**config.mk**
```make
export PLATFORM = sky130hd
export DESIGN_NAME = tx_word_serializer
export DESIGN_NICKNAME = d
export VERILOG_FILES = /design/src/rtl/tx_word_serializer.sv
export SDC_FILE = /design/constraint.sdc
export NUM_CORES = 1
export LEC_CHECK = 0
export BUFFER_PORTS_ARGS = -buffer_cell sky130_fd_sc_hd__buf_4
export CAP_MARGIN = 25
export CORE_UTILIZATION = 45
export DETAILED_ROUTE_END_ITERATION = 10
export PLACE_DENSITY_LB_ADDON = 0.25
export SLEW_MARGIN = 25
export SYNTH_ARGS = -nofsm -noshare
export SYNTH_HDL_FRONTEND = slang
export SYNTH_SLANG_ARGS = --single-unit
```
**constraint.sdc**
```tcl
create_clock -name clk -period 3.4 [get_ports clk]
set_clock_uncertainty 0.15 [all_clocks]
set_input_delay 0.51 -clock clk [delete_from_list [all_inputs] [get_ports clk]]
set_output_delay 0.51 -clock clk [all_outputs]
set_load 0.01 [all_outputs]
```
**src/rtl/tx_word_serializer.sv**
```systemverilog
// rtl/tx_word_serializer.sv - splits a debug-controller word into bytes for a UART transmitter
// Build option: define TX_MSB_FIRST_EN to send the most-significant byte first
//               (default build sends the least-significant byte first).

module tx_word_serializer #(
  parameter int NBITS      = 32,
  parameter int BYTE_WIDTH = 8
) (
  input  logic                  clk,
  input  logic                  reset,
  input  logic [NBITS-1:0]      tx_Data,
  input  logic                  tx_start,
  output logic                  tx_done,
  output logic [BYTE_WIDTH-1:0] byte_data,
  output logic                  byte_start,
  input  logic                  byte_done,
  output logic                  busy
);

  localparam int NBYTES = NBITS / BYTE_WIDTH;
  localparam int IDX_W  = (NBYTES > 1) ? $clog2(NBYTES) : 1;
  localparam logic [IDX_W-1:0] LAST_IDX = IDX_W'(NBYTES - 1);

  typedef enum logic [1:0] {
    S_IDLE  = 2'd0,
    S_START = 2'd1,
    S_WAIT  = 2'd2,
    S_DONE  = 2'd3
  } state_t;

  state_t                r_state;
  logic [IDX_W-1:0]      r_index;
  logic [NBITS-1:0]      r_shift;
  logic [BYTE_WIDTH-1:0] r_byte_data;
  logic                  r_byte_start;
  logic                  r_tx_done;
  logic                  r_busy;

  // The byte presented next is always taken from one fixed end of the shift
  // register; the build option only decides which end and the shift direction.
  logic [BYTE_WIDTH-1:0] w_first_byte;
  logic [NBITS-1:0]      w_shift_next;
  logic [BYTE_WIDTH-1:0] w_next_byte;

`ifdef TX_MSB_FIRST_EN
  assign w_first_byte = tx_Data[NBITS-1 -: BYTE_WIDTH];
  assign w_shift_next = r_shift << BYTE_WIDTH;
  assign w_next_byte  = w_shift_next[NBITS-1 -: BYTE_WIDTH];
`else
  assign w_first_byte = tx_Data[BYTE_WIDTH-1:0];
  assign w_shift_next = r_shift >> BYTE_WIDTH;
  assign w_next_byte  = w_shift_next[BYTE_WIDTH-1:0];
`endif

  // Serializer FSM; every output is registered and only moves on state entry,
  // so byte_data is held from START through the byte_done sample.
  always_ff @(posedge clk or posedge reset) begin
    if (reset) begin
      r_state      <= S_IDLE;
      r_index      <= '0;
      r_shift      <= '0;
      r_byte_data  <= '0;
      r_byte_start <= 1'b0;
      r_tx_done    <= 1'b0;
      r_busy       <= 1'b0;
    end else begin
      r_byte_start <= 1'b0;
      r_tx_done    <= 1'b0;
      case (r_state)
        S_IDLE: begin
          if (tx_start) begin
            r_shift      <= tx_Data;
            r_index      <= '0;
            r_byte_data  <= w_first_byte;
            r_byte_start <= 1'b1;
            r_busy       <= 1'b1;
            r_state      <= S_START;
          end
        end
        S_START: begin
          // byte_done on this edge belongs to no byte yet and is dropped
          r_state <= S_WAIT;
        end
        S_WAIT: begin
          if (byte_done) begin
            if (r_index == LAST_IDX) begin
              r_tx_done <= 1'b1;
              r_state   <= S_DONE;
            end else begin
              r_index      <= r_index + IDX_W'(1);
              r_shift      <= w_shift_next;
              r_byte_data  <= w_next_byte;
              r_byte_start <= 1'b1;
              r_state      <= S_START;
            end
          end
        end
        S_DONE: begin
          // tx_start seen here is ignored; the next word is taken from IDLE
          r_busy  <= 1'b0;
          r_state <= S_IDLE;
        end
        default: begin
          r_busy  <= 1'b0;
          r_state <= S_IDLE;
        end
      endcase
    end
  end

  assign tx_done    = r_tx_done;
  assign byte_data  = r_byte_data;
  assign byte_start = r_byte_start;
  assign busy       = r_busy;

endmodule
```
==> results of run 1 <==
-- how the worst max path moves through the flow --
stage                              to  slack [ps]  cells past startpoint
after detailed placement   r_shift[3]        1150                      3
after global placement    r_shift[23]        1230                      3
after global routing       r_shift[4]        1030                      3
after CTS                  r_shift[3]        1140                      3
final                      r_shift[3]        1160                      3
after floorplan            r_index[1]        1520                      5
-- worst max-delay path, stage by stage (launching register included) --
cell and delay [ps]:
dfrtp_1 450, nand2b_2 830, mux2_2 420, mux2_2 260
-- routing by layer --
layer / GRT usage (%) / up-vias
met1: 21.96 / 580
met2: 24.70 / 39
met4: 5.215 / 0
li1: - / 566
met3: 5.959 / 2
met5: 0 / -
-- stage by stage --
stage	area, µm²	power [µW]	setup WS, ps	hold WS [ps]	utilization [%]
after floorplan	2052	1704	1519	327.9	-
after global placement	2346	1793	1230	319.3	53.88
after detailed placement	2346	1849	1152	339.6	53.88
after CTS	2446	2196	1140	305.7	56.18
after global routing	2446	2313	1034	189.7	56.18
final	2446	2161	1160	144.4	56.18
-- cell type report --
class                           instances  area, µm²  area share [%]
Clock buffer                            8      100.1           4.092
Inverter                               10      37.54           1.535
Multi-Input combinational cell         83      907.1           37.08
Sequential cell                        39      975.9           39.90
Tap cell                               52      65.06           2.660
Timing Repair Buffer                   48      360.3           14.73
-- where the power goes --
part / leakage, µW / total [µW] / switching [µW] / internal, µW
Clock: 0.0000515 / 336 / 151 / 185
Sequential: 0.000469 / 835 / 138 / 696
Combinational: 0.000726 / 990 / 367 / 623
Total: 0.00125 / 2160 / 657 / 1500
-- cells by family (layout without fill, tap and decap cells) --
| logic type | after synthesis | count (layout) | synth area share, % |
|---|---|---|---|
| buffers and inverters | 25 | 66 | 8.353 |
| adder cells (fa/ha/maj) | 1 | 1 | 0.6097 |
| multiplexers | 58 | 58 | 37.56 |
| AO/OA/AOI/OAI | 4 | 4 | 1.524 |
| AND/OR/NAND/NOR | 20 | 20 | 4.390 |
| flip-flops | 39 | 39 | 47.56 |
-- layout by cell type (no fill, tap or decap), types with 2 or more instances in the layout --
cell type	n
buf_4	48
dfrtp_1	39
mux2_4	34
mux2_2	15
nand2_1	12
inv_1	9
mux2i_1	8
clkbuf_8	7
nor2_1	3
o21ai_0	2
-- state kept, by name, summed over array words and instances, names as in the netlist --
signal      count
r_state         2
tx_done         1
r_index         2
r_shift        32
byte_start      1
busy            1
==> flow_metrics.tcl, run 1 <==
set metrics [dict create \
    status "finished clean" \
    clock_path_buffers 2 \
    synth_area_leader_cell "dfrtp_1" \
    die_h_um 69.53 \
    synthArstFlopShare_pct 100.0 \
    hp-class "primary input to asynchronous set/reset pin" \
    syn_inst 147 \
    path_clk_slew_ps 70 \
    fin_crit_ps 2240 \
    rsz0062_at_grt "false" \
    finalHoldViolCount 0 \
    pwr_density_cell_mw_per_mm2 883.6 \
    viasPerCell 4.946 \
    hpwl_um 2487 \
    vias 1187 \
    first_iter_violations 53 \
    final_nets 224 \
    required_ps 3420 \
    highest_layer "met4" \
    critical_path_arrival_ps 2260 \
    routed_wl_um 3536 \
    cts_post_setup_buffers_inserted 0 \
    groute.usage.overall_pct 16.39 \
    grt_pass1_vias 1251 \
    cts-root-buf "clkbuf_8" \
    cts-resized-gates 0 \
    drive_gt1_share_pct 56.38 \
    synth_flop_cell "dfrtp_1" \
    antenna_cells 0 \
    peakVddDrop_mv 0.3966 \
    yosysMostFrequentCell "dfrtp_1" \
    grt_max_degree 37 \
    crit_type "register to register" \
    crit_fanout 36 \
    area_growth_pct 19.21 \
    dieArea_mm2 0.004834 \
    drc 0 \
    dpl.cell_count 232 \
    syn_area_mm2 0.002052 \
    synth_warnings 0 \
    cts_buffers 5 \
    die_w_um 69.53 \
    r2r_cells 3 \
    fill_cells 356 \
    fmax_mhz 446.5 \
    cts_tree "built" \
    cp-start-kind "register" \
    worst_pin_slew_ps 1007 \
    met3WireLength_um 207 \
    ctsHoldBuffers 0 \
    synth-edff-count 0 \
    final.period_utilization_pct 65.87 \
    slew_headroom_pct 32.85 \
    ys_seq_elements 39 \
    wire_per_inst_um 14.73 \
    crit_start "r_state[0]" \
    reg2reg_slack_ps 1160 \
    ios 47 \
    synth_top_area_share_pct 47.56 \
    dr_wl_met2_um 1706 \
    r2r-end "r_shift[3]" \
    fin_tns_setup_ps 0 \
    end_kind "register" \
    setup_viol 0 \
    wl_met1_um 1611 \
    grt-ovfl-total 0 \
    row_count 24 \
    ys_seq_area_share_pct 47.56 \
    leakage_uw 0.001247 \
    ys_types 21 \
    gp_congestion 0.6750 \
    r2r_start "r_state[0]" \
    cts.sinks 39 \
    drtAntennaViolNets 0 \
    syn_nets 184 \
    stdcell_count 240 \
    dr.pass1.iters 4 \
    cts_max_level 2 \
    grt_pass1_wl_um 6189 \
    antenna_found_initial 0 \
    drv_cap 0 \
    port_buffers 46 \
    finalMaxSlewViolations 0 \
    syn_avg_cell_area_um2 13.96 \
    insertion_delay_ps 280 \
    coreArea_mm2 0.004354 \
    synth_common_cells "dfrtp_1, mux2_4, mux2_2" \
    start_util_pct 47.13 \
    synthTopCellsByArea "dfrtp_1, mux2_4, mux2_2" \
]
No activity file was read; power rests on OpenSTA's default activity.
==> run 2, diff against run 1 <==
Clock period 3.4 ns to 2.1 ns, I/O delays scaled along.
==> flow_metrics.tcl, run 2 (synthesis results as in run 1) <==
set metrics [dict create \
    cts_buffers 5 \
    fmax_mhz 523.7 \
    peakVddDrop_mv 0.6233 \
    critical_path_arrival_ps 1940 \
    antenna_found_initial 0 \
    viasPerCell 4.938 \
    dieArea_mm2 0.004834 \
    vias 1200 \
    cts_post_setup_buffers_inserted 0 \
    reg.largest.list "r_shift (32), r_index (2), r_state (2)" \
    drc 0 \
    clock_path_buffers 2 \
    violations "negative hold slack" \
    cp-start-kind "register" \
    grt_max_degree 40 \
    whs_ps -4.683 \
    antenna_cells 0 \
    fin_tns_setup_ps 0 \
    rsz0062_at_grt "false" \
    final_nets 227 \
    insertion_delay_ps 290 \
    die_h_um 69.53 \
    routed_wl_um 3525 \
    first_iter_violations 32 \
    final_cell_mix "buf_4, dfrtp_1, mux2_4" \
    dr.pass1.iters 3 \
    crit_type "register to register" \
    drtAntennaViolNets 0 \
    finalHoldViolCount 9 \
    drive_gt1_share_pct 57.07 \
    path_cells "ha_1, nand3b_1, a21oi_4, buf_12, mux2_2" \
    cts-resized-gates 0 \
    area_growth_pct 21.40 \
    total_power_uw 3539 \
    slew_headroom_pct 67.09 \
    final.period_utilization_pct 90.92 \
    grt-ovfl-total 0 \
    fin_crit_ps 1909 \
    die_w_um 69.53 \
    final_common_cell "buf_4" \
    crit_start "r_index[0]" \
    max_stage_delay_ps 410 \
    path_clk_slew_ps 80 \
    grt_pass1_vias 1208 \
    gp_congestion 0.7095 \
    worst_pin_slew_ps 493.7 \
    drv_cap 0 \
    largest_register "r_shift" \
    ctsHoldBuffers 0 \
    hpwl_um 2504 \
    pwr_density_cell_mw_per_mm2 1421 \
    coreArea_mm2 0.004354 \
    crit_fanout 19 \
    wire_per_inst_um 14.51 \
    status "complete, but fails checks" \
    end_kind "register" \
    required_ps 2130 \
    cts_max_level 2 \
    r2r_start "r_index[0]" \
    row_count 24 \
    groute.usage.overall_pct 15.76 \
    finalMaxSlewViolations 0 \
    leakage_uw 0.001267 \
    cts_tree "built" \
    start_util_pct 47.13 \
    largest_reg_flops 32 \
    ios 47 \
    port_buffers 46 \
    cts-root-buf "clkbuf_8" \
    grt_pass1_wl_um 5892 \
    setup_viol 0 \
    hp-class "primary input to asynchronous set/reset pin" \
    critPathSlowestCell "dfrtp_1" \
    cts.sinks 39 \
]
==> run 2: cell count changes in the layout (fill, tap and decap cells not counted), sizes merged <==
cell      before  now
clkinvlp       0    1
buf           48   51
clkbuf         8    6
inv            9   10
==> run 2: per-layer routing <==
layer	wire (µm)	global-route usage (%)	vias up
met5	0	0	-
met1	1611	20.84	584
met2	1660	24.16	33
met4	64	7.483	0
met3	188	4.070	7
li1	-	-	576
==> run 2: area by class of cell <==
type / count / area, µm²
Sequential cell: 39 / 975.9
Timing Repair Buffer: 51 / 420.4
Fill cell: 364 / 1863
Multi-Input combinational cell: 83 / 907.1
Tap cell: 52 / 65.06
Clock inverter: 2 / 12.51
Inverter: 10 / 37.54
Clock buffer: 6 / 72.57
==> run 2: where the power goes <==
part | switching, µW | internal, µW
sequential | 225 | 1130
clock | 258 | 232
combinational | 613 | 1080
total | 1100 | 2440
==> run 2: final timing paths <==
kind | end | slack [ps] | depth (start not counted)
setup / recovery | r_shift[22] | 190 | 5
hold / removal | r_shift[0] | -5 | 3
setup reg to reg | r_shift[22] | 190 | 5
hold reg to reg | busy | 350 | 2
max in group asynchronous | busy | 1460 | 3
min in group clk | r_shift[25] | 120 | 3
==> run 2: worst max-delay path: cells and delay by family (launching register included) <==
kind / cells / cell delay [ps]
and+or+nand+nor: 1 / 210
adders and majority gates: 1 / 230
buffers and inverters: 1 / 210
AOI/OAI and AO/OA: 1 / 240
DFF: 1 / 410
muxes: 1 / 350
==> run 2: metrics by stage <==
stage	worst slack [ps]	hold slack [ps]	area [µm²]	util [%]	instances
after floorplan	219.3	272.9	2052	-	147
after global placement	250.0	313.0	2406	55.26	235
after detailed placement	201.8	324.3	2406	55.26	235
after CTS	187.2	7.361	2491	57.21	243
after global routing	131.9	43.68	2491	57.21	243
final	190.7	-4.683	2491	57.21	243
==> run 3, diff against run 2 <==
Settings changed: CTS_BUF_LIST set to sky130_fd_sc_hd__clkbuf_16.
==> flow_metrics.tcl, run 3 (synthesis results as in run 1) <==
set metrics [dict create \
    drv_cap 0 \
    grt_pass1_wl_um 5920 \
    grt_max_degree 40 \
    grt_pass1_vias 1211 \
    reg.largest.list "r_shift (32), r_index (2), r_state (2)" \
    vias 1192 \
    rsz0062_at_grt "false" \
    cts-resized-gates 0 \
    cts.sinks 39 \
    first_iter_violations 56 \
    setup_viol 0 \
    crit_fanout 19 \
    fmax_mhz 524.0 \
    final_common_cell "buf_4" \
    cts_tree "built" \
    start_util_pct 47.13 \
    finalMaxSlewViolations 0 \
    coreArea_mm2 0.004354 \
    cts-root-buf "clkbuf_16" \
    groute.usage.overall_pct 15.83 \
    wire_per_inst_um 14.76 \
    antenna_found_initial 0 \
    viasPerCell 4.905 \
    dr.pass1.iters 2 \
    worst_pin_slew_ps 502.7 \
    critical_path_arrival_ps 1920 \
    pre_cts_slack_ps 201.8 \
    insertion_delay_ps 280 \
    final_cell_mix "buf_4, dfrtp_1, mux2_4" \
    slew_headroom_pct 66.49 \
    required_ps 2110 \
    cts_max_level 2 \
    leakage_uw 0.001297 \
    drive_gt1_share_pct 57.07 \
    routed_wl_um 3587 \
    pwr_density_cell_mw_per_mm2 1483 \
    fin_crit_ps 1908 \
    gp_congestion 0.7095 \
    grt-ovfl-total 0 \
    drc 0 \
    cts_post_setup_buffers_inserted 0 \
    ctsHoldBuffers 0 \
    status "finished clean" \
    path_clk_slew_ps 60 \
    hpwl_um 2504 \
    cp-start-kind "register" \
    cts_buffers 5 \
    largest_reg_flops 32 \
    fill_cells 357 \
    fin_tns_setup_ps 0 \
    drtAntennaViolNets 0 \
    final_nets 227 \
    port_buffers 46 \
    dieArea_mm2 0.004834 \
    hp-class "primary input to asynchronous set/reset pin" \
    clock_path_buffers 2 \
    peakVddDrop_mv 0.7350 \
    row_count 24 \
    setup_slack_ps 191.6 \
    die_w_um 69.53 \
    finalHoldViolCount 0 \
    largest_register "r_shift" \
    antenna_cells 0 \
    area_growth_pct 24.15 \
    final.period_utilization_pct 90.88 \
    ios 47 \
    die_h_um 69.53 \
    crit_type "register to register" \
    end_kind "register" \
]
==> run 3: changes by cell type in the layout (fill, tap and decap cells not counted), sizes merged <==
cell    delta
clkbuf     -1
inv        +1
==> run 3: routing by layer <==
metal | share of wire [%] | vias to the layer above | GRT usage (%)
met5 | 0 | - | 0
met4 | 1.2 | 0 | 6.122
met3 | 5.3 | 4 | 4.942
met2 | 47 | 32 | 23.84
met1 | 47 | 583 | 21.33
li1 | - | 573 | -
==> run 3: through the flow <==
stage	util (%)	hold WS (ps)	std cells	instance area [µm²]	total power, µW
after floorplan	-	272.9	147	2052	2758
after global placement	55.26	313.0	235	2406	3007
after detailed placement	55.26	324.3	235	2406	3086
after CTS	58.51	24.53	243	2547	3832
after global routing	58.51	65.09	243	2547	4002
final	58.51	10.51	243	2547	3777
==> run 3: where the power goes <==
group	switching [µW]	internal, µW
Sequential	227	1130
Clock	288	433
Combinational	616	1080
Total	1130	2650
==> run 3: area by class of cell <==
cell class	instances	area (µm²)	area share, %
Sequential cell	39	975.9	38.31
Multi-Input combinational cell	83	907.1	35.61
Timing Repair Buffer	51	420.4	16.50
Clock buffer	5	125.1	4.912
Tap cell	52	65.06	2.554
Inverter	10	37.54	1.473
Clock inverter	3	16.27	0.6385
==> run 3: worst paths after layout <==
| check | start | to | slack, ps | cells after the start |
|---|---|---|---|---|
| max in group asynchronous | reset | busy | 1440 | 3 |
| max | r_index[0] | r_shift[22] | 190 | 5 |
| min | reset | r_shift[10] | 10 | 3 |
| min reg2reg | busy | busy | 350 | 2 |
| max reg2reg | r_index[0] | r_shift[22] | 190 | 5 |
| min in group clk | tx_Data[25] | r_shift[25] | 140 | 3 |
==> run 3: worst max-delay path: stages, from the launching register on <==
cell,delay (ps)
dfrtp_1,400
ha_1,230
nand3b_1,200
a21oi_4,240
buf_12,210
mux2_2,350
